<file path="src/rtl/imm_operand_sequencer_if.sv">
`default_nettype none
// +----------------------------------------------------------------------------+
// | imm_operand_sequencer_if - requester, shared-extender and result signals   |
// | Revision: 1.0                                                              |
// +----------------------------------------------------------------------------+
interface imm_operand_sequencer_if;
  logic        req0_valid;
  logic [7:0]  req0_imm;
  logic [1:0]  req0_mode;
  logic        req0_ready;
  logic        req1_valid;
  logic [7:0]  req1_imm;
  logic [1:0]  req1_mode;
  logic        req1_ready;
  logic [7:0]  se_in;
  logic [15:0] se_out;
  logic        res_valid;
  logic [15:0] res_data;
  logic        res_id;
  logic        res_ready;
  logic        busy;
  logic        err_mode;

  modport master (
    output req0_valid, req0_imm, req0_mode, req1_valid, req1_imm, req1_mode,
    output res_ready, se_out,
    input  req0_ready, req1_ready, se_in, res_valid, res_data, res_id, busy, err_mode
  );

  modport slave (
    input  req0_valid, req0_imm, req0_mode, req1_valid, req1_imm, req1_mode,
    input  res_ready, se_out,
    output req0_ready, req1_ready, se_in, res_valid, res_data, res_id, busy, err_mode
  );
endinterface
`default_nettype wire

</file>
<file path="src/rtl/imm_operand_sequencer.sv">
`default_nettype none
// +----------------------------------------------------------------------------+
// | imm_operand_sequencer - round-robin sharing of one 8->16 sign extender     |
// | Revision: 1.0                                                              |
// +----------------------------------------------------------------------------+
module imm_operand_sequencer (
  input  logic                          clk,
  input  logic                          rst_n,
  imm_operand_sequencer_if.slave        bus
);

  typedef enum logic [0:0] {
    ST_IDLE    = 1'b0,
    ST_LONG_LO = 1'b1
  } state_t;

  state_t      r_state;
  state_t      w_state_nxt;
  logic        r_res_valid;
  logic [15:0] r_res_data;
  logic        r_res_id;
  logic        r_last_grant;
  logic [7:0]  r_hi;
  logic        r_owner;
  logic        r_err_mode;

  logic        w_grant0;
  logic        w_grant1;
  logic        w_free;
  logic        w_acc0;
  logic        w_acc1;
  logic        w_acc;
  logic        w_acc_id;
  logic [7:0]  w_acc_imm;
  logic [1:0]  w_acc_mode;
  logic        w_short_se;
  logic        w_load;
  logic [15:0] w_load_data;
  logic        w_hi_load;
  logic        w_err_set;

  // In LONG_LO only the owner of the pending high byte may be granted.
  always_comb begin : p_grant
    w_grant0 = 1'b0;
    w_grant1 = 1'b0;
    if (r_state == ST_LONG_LO) begin
      w_grant0 = !r_owner && bus.req0_valid;
      w_grant1 = r_owner && bus.req1_valid;
    end else begin
      w_grant0 = bus.req0_valid && (!bus.req1_valid || r_last_grant);
      w_grant1 = bus.req1_valid && (!bus.req0_valid || !r_last_grant);
    end
  end

  assign w_free     = !r_res_valid || bus.res_ready;
  assign w_acc0     = w_grant0 && w_free;
  assign w_acc1     = w_grant1 && w_free;
  assign w_acc      = w_acc0 || w_acc1;
  assign w_acc_id   = w_acc1;
  assign w_acc_imm  = w_acc1 ? bus.req1_imm : bus.req0_imm;
  assign w_acc_mode = w_acc1 ? bus.req1_mode : bus.req0_mode;
  assign w_short_se = w_acc && (r_state == ST_IDLE) &&
                      ((w_acc_mode == 2'd0) || (w_acc_mode == 2'd3));

  // Combinational outputs are gated so everything reads 0 while reset is held.
  assign bus.se_in      = (rst_n && w_short_se) ? w_acc_imm : 8'h00;
  assign bus.req0_ready = rst_n && w_acc0;
  assign bus.req1_ready = rst_n && w_acc1;

  always_comb begin : p_next
    w_state_nxt = r_state;
    w_load      = 1'b0;
    w_load_data = 16'h0000;
    w_hi_load   = 1'b0;
    w_err_set   = 1'b0;
    if (w_acc) begin
      case (r_state)
        ST_LONG_LO: begin
          w_load      = 1'b1;
          w_load_data = {r_hi, w_acc_imm};
          w_state_nxt = ST_IDLE;
        end
        default: begin
          case (w_acc_mode)
            2'd1: begin
              w_load      = 1'b1;
              w_load_data = {8'h00, w_acc_imm};
            end
            2'd2: begin
              w_hi_load   = 1'b1;
              w_state_nxt = ST_LONG_LO;
            end
            default: begin
              w_load      = 1'b1;
              w_load_data = bus.se_out;
              w_err_set   = (w_acc_mode == 2'd3);
            end
          endcase
        end
      endcase
    end
  end

  always_ff @(posedge clk or negedge rst_n) begin
    if (!rst_n) begin
      r_state      <= ST_IDLE;
      r_res_valid  <= 1'b0;
      r_res_data   <= 16'h0000;
      r_res_id     <= 1'b0;
      r_last_grant <= 1'b1;
      r_hi         <= 8'h00;
      r_owner      <= 1'b0;
      r_err_mode   <= 1'b0;
    end else begin
      r_state <= w_state_nxt;
      if (w_load) begin
        r_res_valid  <= 1'b1;
        r_res_data   <= w_load_data;
        r_res_id     <= w_acc_id;
        r_last_grant <= w_acc_id;
      end else if (bus.res_ready) begin
        r_res_valid  <= 1'b0;
      end
      if (w_hi_load) begin
        r_hi    <= w_acc_imm;
        r_owner <= w_acc_id;
      end
      if (w_err_set) begin
        r_err_mode <= 1'b1;
      end
    end
  end

  assign bus.res_valid = r_res_valid;
  assign bus.res_data  = r_res_data;
  assign bus.res_id    = r_res_id;
  assign bus.busy      = (r_state == ST_LONG_LO) || r_res_valid;
  assign bus.err_mode  = r_err_mode;

endmodule
`default_nettype wire

</file>
<file path="src/flat_wrapper.sv">
// flat-port wrapper written by rule: the top's interface ports become plain ports
module imm_operand_sequencer_flat 
  (clk, rst_n, bus_req0_valid, bus_req0_imm, bus_req0_mode, bus_req1_valid, bus_req1_imm, bus_req1_mode, bus_res_ready, bus_se_out, bus_req0_ready, bus_req1_ready, bus_se_in, bus_res_valid, bus_res_data, bus_res_id, bus_busy, bus_err_mode);
  imm_operand_sequencer_if bus_i ();
  input  logic clk;
  input  logic rst_n;
  input wire logic [$bits(bus_i.req0_valid)-1:0] bus_req0_valid;
  input wire logic [$bits(bus_i.req0_imm)-1:0] bus_req0_imm;
  input wire logic [$bits(bus_i.req0_mode)-1:0] bus_req0_mode;
  input wire logic [$bits(bus_i.req1_valid)-1:0] bus_req1_valid;
  input wire logic [$bits(bus_i.req1_imm)-1:0] bus_req1_imm;
  input wire logic [$bits(bus_i.req1_mode)-1:0] bus_req1_mode;
  input wire logic [$bits(bus_i.res_ready)-1:0] bus_res_ready;
  input wire logic [$bits(bus_i.se_out)-1:0] bus_se_out;
  output wire logic [$bits(bus_i.req0_ready)-1:0] bus_req0_ready;
  output wire logic [$bits(bus_i.req1_ready)-1:0] bus_req1_ready;
  output wire logic [$bits(bus_i.se_in)-1:0] bus_se_in;
  output wire logic [$bits(bus_i.res_valid)-1:0] bus_res_valid;
  output wire logic [$bits(bus_i.res_data)-1:0] bus_res_data;
  output wire logic [$bits(bus_i.res_id)-1:0] bus_res_id;
  output wire logic [$bits(bus_i.busy)-1:0] bus_busy;
  output wire logic [$bits(bus_i.err_mode)-1:0] bus_err_mode;
  assign bus_i.req0_valid = bus_req0_valid;
  assign bus_i.req0_imm = bus_req0_imm;
  assign bus_i.req0_mode = bus_req0_mode;
  assign bus_i.req1_valid = bus_req1_valid;
  assign bus_i.req1_imm = bus_req1_imm;
  assign bus_i.req1_mode = bus_req1_mode;
  assign bus_i.res_ready = bus_res_ready;
  assign bus_i.se_out = bus_se_out;
  assign bus_req0_ready = bus_i.req0_ready;
  assign bus_req1_ready = bus_i.req1_ready;
  assign bus_se_in = bus_i.se_in;
  assign bus_res_valid = bus_i.res_valid;
  assign bus_res_data = bus_i.res_data;
  assign bus_res_id = bus_i.res_id;
  assign bus_busy = bus_i.busy;
  assign bus_err_mode = bus_i.err_mode;
  imm_operand_sequencer u_core (.clk(clk), .rst_n(rst_n), .bus(bus_i));
endmodule
</file>
<file path="config.mk">
export PLATFORM = sky130hd
export DESIGN_NAME = imm_operand_sequencer_flat
export DESIGN_NICKNAME = d
export VERILOG_FILES = /design/src/rtl/imm_operand_sequencer_if.sv /design/src/rtl/imm_operand_sequencer.sv /design/src/flat_wrapper.sv
export SDC_FILE = /design/constraint.sdc
export NUM_CORES = 1
export LEC_CHECK = 0
export ABC_CLOCK_PERIOD_IN_PS = 5100
export CAP_MARGIN = 20
export CORE_ASPECT_RATIO = 2
export CORE_MARGIN = 8
export CORE_UTILIZATION = 32
export CTS_BUF_LIST = sky130_fd_sc_hd__clkbuf_16
export CTS_CLUSTER_DIAMETER = 40
export CTS_CLUSTER_SIZE = 14
export DETAILED_ROUTE_END_ITERATION = 8
export PLACE_DENSITY_LB_ADDON = 0.12
export SLEW_MARGIN = 20
export SYNTH_ARGS = -nofsm -noshare
export SYNTH_HDL_FRONTEND = slang
export SYNTH_SLANG_ARGS = --single-unit
</file>
<file path="constraint.sdc">
create_clock -name clk -period 5.1 [get_ports clk]
set_input_delay 1.02 -clock clk [delete_from_list [all_inputs] [get_ports clk]]
set_output_delay 1.02 -clock clk [all_outputs]
set_load 0.05 [all_outputs]
</file>
==> metrics.yaml, run 1 <==
outcome:
  outcome: "finished clean"
routing:
  dr.first_iter.drc_count: 29
  route.vias.total: 1434
  avgViaCountPerCell: 4.91
  drt-pass1-iter-count: 4
  wirelength_um: 4980
  antenna_left: 0
  drc: 0
  avgRoutedWirePerCell_um: 17.1
sta:
  fmax_ghz: 0.215
  tightest_slew_ps: 894
  setup-tns-final_ps: 0
  skew_ps: 5.92
  holdWs_ps: 457
  final_hold_viol_count: 0
  maxSlewViolCount: 0
  setup_viol_count_final: 0
  rsz0062_at_grt: "no"
  slew_headroom: 0.401
  min_period_over_period: 0.911
  min_period_ps: 4640
synth:
  synth.distinct_cells: 33
  syn_nets: 206
  avgSynthCellArea_um2: 9.71
  yosysWarnings: 0
  synth-async-reset-ratio: 1.00
  synth_ff_type: "dfrtp_1"
  syn_inst: 162
  synth_edf_count: 0
  synth_seq_area_share: 0.478
  ys_seq_elements: 30
  syn-cell-area_um2: 1570
setup_path:
  ff2ff_setup_slack_ps: 1850
  critPathCaptureType: "output pin"
  cp_slowest_stage_delay_ps: 660
  slowest_stage: "or4_1"
  cp_data_arrival_time_ps: 3620
  setup.worst_path.start_class: "input pin"
  crit_fanout: 8
  critPathRequiredTime_ps: 4080
  path_cells: "clkdlybuf4s50_1 -> nand3b_1 -> nand4_1 -> mux2_2 -> ha_1 -> or4_1 -> nor2_1 -> buf_12"
  worst-setup-path-type: "input pin to output pin"
clocking:
  clk_pin_slew_worst_paths_ps: 50
  cts_resized: 0
  clock-sinks: 30
  cts_hold_buf: 0
  cts_root_buf: "clkbuf_16"
  cts_buffers: 5
  clockBufferDepth: 2
  cts_tree: "yes"
  post-cts-setup-buffers: 0
  htreeDepth: 2
  clk_latency_ps: 280
power:
  p_sw_uw: 812
  switching_share: 0.474
  p_leak_uw: 0.00106
  fin_total_pwr_uw: 1710
  powerDensity_nw_per_um2: 676
  seq_power_share: 0.266
  p_int_uw: 902
  max-vdd-ir-drop_v: 0.000319
  p_comb_frac: 0.567
  clkPwrFrac: 0.167
placement:
  place_inst: 284
  io_buffers: 70
  place.gp.congestion: 0.766
  dp_hpwl_um: 3890
die:
  rows: 36
  io_pins: 71
  coreArea_um2: 4820
  dieArea_um2: 7550
  start_util: 0.326
  die_h_um: 115
  chipWidth_um: 65.6
finish:
  drive_gt1_frac: 0.145
  layout_commonest_cell: "clkdlybuf4s50_1"
  syn2layout_area_growth_pct: 61.3
  fillers: 449
  diodes: 0
  fin_util: 0.526
  fin_nets: 278
  mostFrequentLayoutCells: "61 x clkdlybuf4s50_1, 48 x nor2_1, 29 x dfrtp_1, 9 x mux2i_1, 9 x a21oi_1"
  layout.cells.non_filler: 292
worst_hold_path:
  hold_class: "flip-flop to flip-flop"
grt:
  grt_remaining_overflow: 0
  antenna_found_initial: 0
  grt_use_total: 0.140
  grt_max_degree: 32
  grt_pass1_wl_um: 8070
  grt_pass1_vias: 1612
flow_run:
  max-cap-violations: 0
metal layers:
metal	vias up	GRT usage	routed length [um]
met5	-	0	0
met2	43	0.256	2760
met3	9	0.0488	347
met1	671	0.130	1760
met4	0	0.0689	121
li1	711	-	-
worst max-delay path: cells and delay by family:
kind                     cells  cell delay, ps
multiplexers                 1             390
adder cells (fa/ha/maj)      1             330
buffers and inverters        2             700
AND/OR/NAND/NOR              4            1180
path summary, 6_finish.rpt:
| kind | start | to | depth (start not counted) |
|---|---|---|---|
| worst min-delay path | u_core.bus.err_mode | u_core.bus.err_mode | 1 |
| worst max register to register | u_core.r_state | u_core.bus.res_data[15] | 8 |
| max in group asynchronous | rst_n | u_core.r_last_grant | 2 |
| min in group asynchronous | rst_n | u_core.bus.res_valid | 2 |
| worst max-delay path | bus_req0_valid | bus_se_in[5] | 8 |
| worst min register to register | u_core.bus.err_mode | u_core.bus.err_mode | 1 |
cell families (layout without fill, tap and decap cells):
kind of cell / Yosys count / in the layout / synth area share
buffers and inverters: 13 / 86 / 0.0461
AO/OA/AOI/OAI: 41 / 41 / 0.202
AND/OR/NAND/NOR: 64 / 64 / 0.178
flip-flops: 30 / 30 / 0.478
adder cells (fa/ha/maj): 3 / 3 / 0.0239
multiplexers: 11 / 11 / 0.0716
synth_stat cells (all sizes together) (2+ instances only):
| cell | count | area, um^2 |
|---|---|---|
| mux2 | 2 | 22.5 |
| nand2 | 2 | 7.51 |
| nor3 | 2 | 15.0 |
| nor2b | 3 | 18.8 |
| nand2b | 3 | 18.8 |
| a21oi | 16 | 106 |
| inv | 4 | 15.0 |
| nor2 | 48 | 180 |
| ha | 3 | 37.5 |
| o21ai | 2 | 10.0 |
| mux2i | 9 | 90.1 |
| o22ai | 9 | 62.6 |
| a221oi | 8 | 70.1 |
| a21o | 3 | 22.5 |
| clkbuf | 2 | 7.51 |
| dfrtp | 29 | 726 |
| buf | 7 | 50.1 |
flip-flops by register name, summed over array words and instances, names as in the netlist:
| name | flops |
|---|---|
| u_core.bus.res_valid | 1 |
| u_core.r_owner | 1 |
| u_core.r_state | 1 |
| u_core.r_last_grant | 1 |
| u_core.bus.res_id | 1 |
| u_core.bus.err_mode | 1 |
| u_core.r_hi | 8 |
| u_core.bus.res_data | 16 |
area by class of cell:
class | instances | area [um^2] | share of cell area
repair buffers | 74 | 808 | 0.319
flip-flops and latches | 30 | 752 | 0.296
multi-input cells | 119 | 748 | 0.295
clock buffers | 5 | 125 | 0.0493
well taps | 57 | 71.3 | 0.0281
clock inverters | 3 | 16.3 | 0.00641
inverters | 4 | 15.0 | 0.00592
power by group through the flow:
stage,clock network [uW],registers [uW],logic (uW)
floorplan,0,691,427
global placement,0,456,976
global route,299,474,1050
finish,286,455,972
CTS,293,458,986
detailed placement,0,461,983
through the flow:
step / setup WS [ps] / instance area, um^2
6_report: 456 / 2540
5_1_grt: 289 / 2540
4_1_cts: 440 / 2540
3_5_place_dp: 445 / 2390
3_3_place_gp: 485 / 2390
2_1_floorplan: 705 / 1570
No activity file was read; power rests on OpenSTA's default activity.
==> run 2: changes to the inputs <==
PLACE_DENSITY_LB_ADDON = 0.08   (was 0.12)
==> metrics.yaml, run 2 (synthesis gave the netlist of run 1 again) <==
outcome:
  outcome: "finished clean"
sta:
  tightest_slew_ps: 860
  maxSlewViolCount: 0
  fmax_ghz: 0.214
  skew_ps: 4.69
  setup_viol_count_final: 0
  rsz0062_at_grt: "no"
  fin_ws_ps: 429
  min_period_ps: 4670
  final_hold_viol_count: 0
  slew_headroom: 0.424
  setup-tns-final_ps: 0
  min_period_over_period: 0.916
clocking:
  clk_latency_ps: 270
  cts_hold_buf: 0
  cts_buffers: 5
  cts_tree: "yes"
  cts_resized: 0
  post-cts-setup-buffers: 0
  cts_root_buf: "clkbuf_16"
  clk_pin_slew_worst_paths_ps: 50
  clock-sinks: 30
  clockBufferDepth: 2
  htreeDepth: 2
power:
  max-vdd-ir-drop_v: 0.000456
  fin_total_pwr_uw: 1760
  p_leak_uw: 0.00108
  powerDensity_nw_per_um2: 689
finish:
  layout.cells.non_filler: 292
  mostFrequentLayoutCells: "61 x clkdlybuf4s50_1, 48 x nor2_1, 29 x dfrtp_1, 9 x mux2i_1, 9 x a21oi_1"
  syn2layout_area_growth_pct: 62.8
  drive_gt1_frac: 0.149
  diodes: 0
  fillers: 439
  layout_commonest_cell: "clkdlybuf4s50_1"
  fin_nets: 278
  largest_reg_flops: 16
  fin_util: 0.531
setup_path:
  slowest_stage: "or4_1"
  critPathRequiredTime_ps: 4080
  path_cells: "clkdlybuf4s50_1 -> nand2b_1 -> nand4_1 -> mux2_2 -> ha_1 -> or4_1 -> nor2_1 -> buf_12"
  setup.worst_path.start_class: "input pin"
  cp_slowest_stage_delay_ps: 650
  cp_data_arrival_time_ps: 3650
  critPathCaptureType: "output pin"
  r2r.worst_path.cells: 9
  worst-setup-path-type: "input pin to output pin"
  r2r_start: "u_core.r_state"
  ff2ff_setup_slack_ps: 1880
  crit_fanout: 8
  cp-startpoint: "bus_res_ready"
  r2r_end: "u_core.bus.res_data[9]"
worst_hold_path:
  hold_class: "flip-flop to flip-flop"
  worstHoldEndpoint: "u_core.bus.err_mode"
  holdCritStartpoint: "u_core.bus.err_mode"
  hold_depth: 1
routing:
  avgViaCountPerCell: 5.04
  antenna_left: 0
  avgRoutedWirePerCell_um: 17.1
  drt-pass1-iter-count: 4
  wirelength_um: 4990
  dr.first_iter.drc_count: 77
  drc: 0
  route.vias.total: 1473
die:
  start_util: 0.326
  rows: 36
  coreArea_um2: 4820
  dieArea_um2: 7550
  die_h_um: 115
  chipWidth_um: 65.6
  io_pins: 71
placement:
  dp_hpwl_um: 3890
  place_inst: 284
  dpl_worst_slack_ps: 421
  place.gp.congestion: 0.740
  io_buffers: 70
grt:
  top_usage_layer: "met2"
  grt_max_degree: 32
  use_met3: 0.0390
  antenna_found_initial: 0
  grt_pass1_vias: 1610
  grt_use_total: 0.137
  use_met2: 0.264
  grt.met1_usage: 0.131
  grt_pass1_wl_um: 7950
  grt_remaining_overflow: 0
flow_run:
  max-cap-violations: 0
run 2: final cells by class:
| type | instances | area, um^2 | share of cell area |
|---|---|---|---|
| Clock buffer | 5 | 125 | 0.0489 |
| Clock inverter | 3 | 40.0 | 0.0156 |
| Inverter | 4 | 15.0 | 0.00587 |
| Multi-Input combinational cell | 119 | 748 | 0.292 |
| Sequential cell | 30 | 752 | 0.294 |
| Tap cell | 57 | 71.3 | 0.0279 |
| Timing Repair Buffer | 74 | 808 | 0.316 |
run 2: how the worst max path moves through the flow:
stage / end / depth (start not counted)
floorplan: bus_se_in[0] / 7
global placement: bus_se_in[7] / 8
detailed placement: bus_se_in[7] / 8
CTS: bus_se_in[7] / 8
global route: bus_se_in[7] / 8
finish: bus_se_in[7] / 8
run 2: report_power, final:
| part | switching [uW] | internal [uW] | leakage, uW |
|---|---|---|---|
| Sequential | 95.4 | 363 | 0.000340 |
| Combinational | 615 | 361 | 0.000655 |
| Clock | 101 | 228 | 0.0000836 |
| Total | 812 | 953 | 0.00108 |
run 2: routing by layer:
metal / up-vias / part of all wire
li1: 714 / -
met1: 704 / 0.36
met2: 50 / 0.57
met3: 5 / 0.063
met4: 0 / 0.010
met5: - / 0
run 2: critical path: cells and delay by family:
kind	cells	cell delay (ps)
simple gates	4	1310
buf+inv	2	600
fa+ha+maj	1	330
mux	1	390
run 2: stage by stage:
step	hold WS (ps)	area, um^2
floorplan	495	1570
global placement	456	2390
detailed placement	452	2390
CTS	465	2560
global route	511	2560
finish	464	2560
==> run 3: changes to the inputs <==
GPL_TIMING_DRIVEN = 0   (was unset)
==> metrics.yaml, run 3 (synthesis gave the netlist of run 1 again) <==
clocking:
  cts_tree: "yes"
  clk_pin_slew_worst_paths_ps: 50
  clock-sinks: 30
  cts_root_buf: "clkbuf_16"
  clk_latency_ps: 270
  clockBufferDepth: 2
  post-cts-setup-buffers: 0
  cts_buffers: 5
  htreeDepth: 2
routing:
  drc: 0
  antenna_left: 0
  dr.first_iter.drc_count: 47
  avgRoutedWirePerCell_um: 16.4
  drt-pass1-iter-count: 4
  avgViaCountPerCell: 4.92
  wirelength_um: 4880
  route.vias.total: 1465
setup_path:
  worst-setup-path-type: "input pin to output pin"
  r2r.worst_path.cells: 9
  cp-startpoint: "bus_req0_valid"
  r2r_start: "u_core.r_last_grant"
  setup.worst_path.start_class: "input pin"
  ff2ff_setup_slack_ps: 2370
  r2r_end: "u_core.bus.res_data[4]"
  critPathCaptureType: "output pin"
  critPathRequiredTime_ps: 4080
  crit_fanout: 8
  cp_data_arrival_time_ps: 3760
  endpoint: "bus_se_in[3]"
sta:
  tightest_slew_ps: 717
  min_period_over_period: 0.936
  holdWs_ps: 454
  min_period_ps: 4780
  slew_headroom: 0.519
  fmax_ghz: 0.209
  rsz0062_at_grt: "no"
  maxSlewViolCount: 0
  setup_viol_count_final: 0
  final_hold_viol_count: 0
  skew_ps: 3.86
grt:
  grt_max_degree: 25
  grt_use_total: 0.136
  antenna_found_initial: 0
  grt_pass1_vias: 1642
  grt_remaining_overflow: 0
  grt_pass1_wl_um: 8080
die:
  coreArea_um2: 4820
  rows: 36
  start_util: 0.326
  dieArea_um2: 7550
  io_pins: 71
  die_h_um: 115
  chipWidth_um: 65.6
finish:
  layout.cells.non_filler: 298
  fin_nets: 284
  layout_commonest_cell: "clkdlybuf4s50_1"
  drive_gt1_frac: 0.149
  register_area_um2: 752
  multi_input_area_um2: 748
  postLayoutCellArea_um2: 2460
  fillers: 476
  largest_reg_flops: 16
  syn2layout_area_growth_pct: 56.2
  mostFrequentLayoutCells: "61 x clkdlybuf4s50_1, 48 x nor2_1, 29 x dfrtp_1, 9 x mux2i_1, 9 x a21oi_1"
  diodes: 0
power:
  fin_total_pwr_uw: 1700
  max-vdd-ir-drop_v: 0.000369
  p_leak_uw: 0.00106
  powerDensity_nw_per_um2: 692
placement:
  place.gp.congestion: 0.722
  placed_cell_area_um2: 2360
  place_inst: 290
  dp_hpwl_um: 3880
  io_buffers: 70
flow_run:
  max-cap-violations: 0
worst_hold_path:
  hold_depth: 1
  hold_class: "flip-flop to flip-flop"
outcome:
  outcome: "finished clean"
-- run 3: cell count changes in the layout (fill, tap and decap cells not counted) --
cell	change
clkbuf_2	+8
clkinv_2	-2
buf_6	+2
buf_2	+5
bufinv_16	-1
clkbuf_1	+2
buf_12	-7
buf_4	-4
clkinv_1	+3
-- run 3: where the power goes --
part	leakage, uW	switching (uW)	internal [uW]
Sequential	0.000340	69.6	364
Clock	0.0000663	94.8	175
Combinational	0.000650	640	357
-- run 3: final cells by class --
type | instances | share of cell area
inverters | 4 | 0.00611
clock buffers | 5 | 0.0509
well taps | 57 | 0.0290
plain buffers | 9 | 0.0234
flip-flops and latches | 30 | 0.306
clock inverters | 3 | 0.00458
repair buffers | 71 | 0.275
multi-input cells | 119 | 0.305
-- run 3: layer usage --
layer,vias to the layer above,track usage,wire (um),share of wire
met2,47,0.257,2700,0.55
met1,687,0.133,1780,0.36
met3,6,0.0429,343,0.070
met5,-,0,0,0
met4,0,0.0440,61,0.012
li1,725,-,-,-
-- run 3: timing repair --
item | 4_1_cts | 5_1_grt
hold buffers | 0 | 0
resized for setup | 8 | 16
setup endpoints to repair | 8 | 8
cloned | 0 | 0
-- run 3: critical path: stages --
cell	delay, ps
clkdlybuf4s50_1	540
nand3b_1	100
nand4_1	200
mux2_2	400
ha_1	330
or4_1	470
clkbuf_1	240
nor2_1	150
clkbuf_2	290
-- run 3: worst min path at each step --
stage | start | endpoint | slack, ps
after floorplan | u_core.r_hi[0] | u_core.r_hi[0] | 500
after global routing | u_core.bus.err_mode | u_core.bus.err_mode | 470
after detailed placement | u_core.bus.err_mode | u_core.bus.err_mode | 450
after CTS | u_core.bus.err_mode | u_core.bus.err_mode | 460
after global placement | u_core.bus.err_mode | u_core.bus.err_mode | 450
final | u_core.bus.err_mode | u_core.bus.err_mode | 450
-- run 3: stage by stage --
step / worst slack [ps] / setup TNS, ps / util
final: 324 / 0 / 0.510
after global routing: 162 / 0 / 0.510
after global placement: -399 / -3110 / 0.487
after floorplan: 705 / 0 / -
after detailed placement: -224 / -1710 / 0.490
after CTS: 47.2 / 0 / 0.516
==> variant: new RTL, config.mk and constraints of run 1 <==
Make the reset (`rst_n`) synchronous in one clocked block.
--- a/src/rtl/imm_operand_sequencer.sv
+++ b/src/rtl/imm_operand_sequencer.sv
@@ -102,5 +102,5 @@
   end
 
-  always_ff @(posedge clk or negedge rst_n) begin
+  always_ff @(posedge clk) begin
     if (!rst_n) begin
       r_state      <= ST_IDLE;
Behaviour: differs if rst_n is asserted again (counterexample within 4 cycles, from zero or initial values and one cycle with rst_n low); with rst_n held inactive, the same outputs for 10 cycles.
==> variant against run 1 <==
  * Sequential cell count stayed put
  * Area after synthesis shrank 4.9%
  * Wire length shrank 1.7%
  * Clock skew decreased by 0.0031 ns
  * Worst setup slack improved by 0.26 ns
  * Critical path type unchanged
  * Final area fell by 1.8%
Power is not compared: it rests on default switching activity, and its combinational part moved more than twofold at a synthesized area within 25%.
==> variant: results (changes against run 1) <==
| Metric | Value |
|---|---|
| Hold Crit Start | u_core.bus.res_id (was u_core.bus.err_mode) |
| Post-CTS sizing | 0 (unchanged) |
| Worst-margin pin slew | 0.898 ns (was 0.894 ns) |
| Largest net degree at the start of global routing | 22 (was 32) |
| Avg Cell Area, Syn | 8.80 um^2 (was 9.71 um^2) |
| RR Startpoint | u_core.r_state (unchanged) |
| Hold path cells | 2 (was 1) |
| DP Area | 2320 um^2 (was 2390 um^2) |
| FF-to-FF setup slack | 2.17 ns (was 1.85 ns) |
| DP HPWL | 3850 um (was 3890 um) |
| Worst hold path type | flip-flop to flip-flop (unchanged) |
| Fin cells | 297 (was 292) |
| Worst Hold End | u_core.bus.res_id (was u_core.bus.err_mode) |
| Synth Net Count | 214 (was 206) |
| FF-to-FF End | u_core.r_owner (was u_core.bus.res_data[15]) |
| Vias per inst | 5.19 (was 4.91) |
| Worst hold margin | 0.479 ns (was 0.457 ns) |
| Seq/Total Area, Yosys | 0.401 (was 0.478) |
| Worst-case clock buffer depth | 2 (unchanged) |
| Share of cells above drive strength 1 | 0.132 (was 0.145) |
| Vias in the first global route | 1,679 (was 1,612) |
| WL/cell | 16.5 um (was 17.1 um) |
| First-pass iteration count of the detailed router | 3 (was 4) |
| Ys async rst share | 0 (was 1.00) |
| R2R cell count | 9 (was 8) |
| Combinational power | 0.000345 W |
| Nets | 285 (was 278) |
| Critical-path top delay cell | clkdlybuf4s50_1 (was or4_1) |
| Root Driver | clkbuf_16 (unchanged) |
| GRT Util Overall | 0.141 (was 0.140) |
| Main area contributors after synthesis | dfxtp_1 (40%), nor2_1 (6.3%), mux2i_1 (6.0%), o221ai_1 (4.7%), a211oi_2 (4.2%) (was dfrtp_1 (46%), nor2_1 (11%), mux2i_1 (5.7%), a221oi_1 (4.5%), a21oi_2 (3.9%)) |
| Place WS | 0.707 ns (was 0.445 ns) |
| 1st-iter DRT viols | 21 (was 29) |
| Gpl congestion | 0.753 (was 0.766) |
| Crit path largest cell delay | 0.53 ns (was 0.66 ns) |
| Number of distinct library cells after synthesis | 29 (was 33) |
| Synth top cells by count | dfxtp_1 (30), nor2_1 (25), a21oi_1 (12), nand2_1 (10), nand4_1 (10) (was nor2_1 (48), dfrtp_1 (29), a21oi_1 (9), mux2i_1 (9)) |
| Status | finished, final reports clean (unchanged) |
| First-pass GRT wire length | 8200 um (was 8070 um) |
variant: cell count changes in the layout (fill, tap and decap cells not counted), sizes merged, moves of 9 or more:
cell,delta
dfrtp,-29
dfxtp,+30
nand4,+9
nor2,-23
o22ai,-9
variant: worst max-delay path by stage:
stage                         from           end  cells past startpoint  slack (ns)
floorplan            bus_res_ready  bus_se_in[0]                      7        0.78
finish              bus_req0_valid  bus_se_in[3]                      8        0.71
global route        bus_req0_valid  bus_se_in[3]                      8        0.50
CTS                 bus_req0_valid  bus_se_in[3]                      8        0.70
detailed placement  bus_req0_valid  bus_se_in[3]                      8        0.71
global placement    bus_req0_valid  bus_se_in[3]                      8        0.77
variant: cells by family after synthesis:
logic type	Yosys count	share of synthesized area
mux	11	0.0753
flops	30	0.401
compound gates	47	0.238
fa+ha+maj	3	0.0251
buf+inv	16	0.0543
simple gates	63	0.206
variant: layout make-up:
| class | instances | area (um^2) |
|---|---|---|
| flip-flops and latches | 30 | 601 |
| clock inverters | 3 | 40.0 |
| fillers | 427 | 2060 |
| multi-input cells | 124 | 815 |
| clock buffers | 5 | 125 |
| repair buffers | 76 | 826 |
| well taps | 55 | 68.8 |
| inverters | 4 | 15.0 |
variant: worst reg2reg max path, delay by kind of cell (launching register included):
kind | cells | cell delay (ns)
simple gates | 5 | 1.20
flops | 1 | 0.79
mux | 1 | 0.33
compound gates | 1 | 0.26
fa+ha+maj | 1 | 0.18
buf+inv | 1 | 0.06
variant: layer usage:
metal  GRT usage  routed length (um)  up-vias
li1            -                   -      766
met1       0.137                1800      719
met2       0.256                2640       48
met3      0.0524                 372        7
met4      0.0528                  76        0
met5           0                   0        -
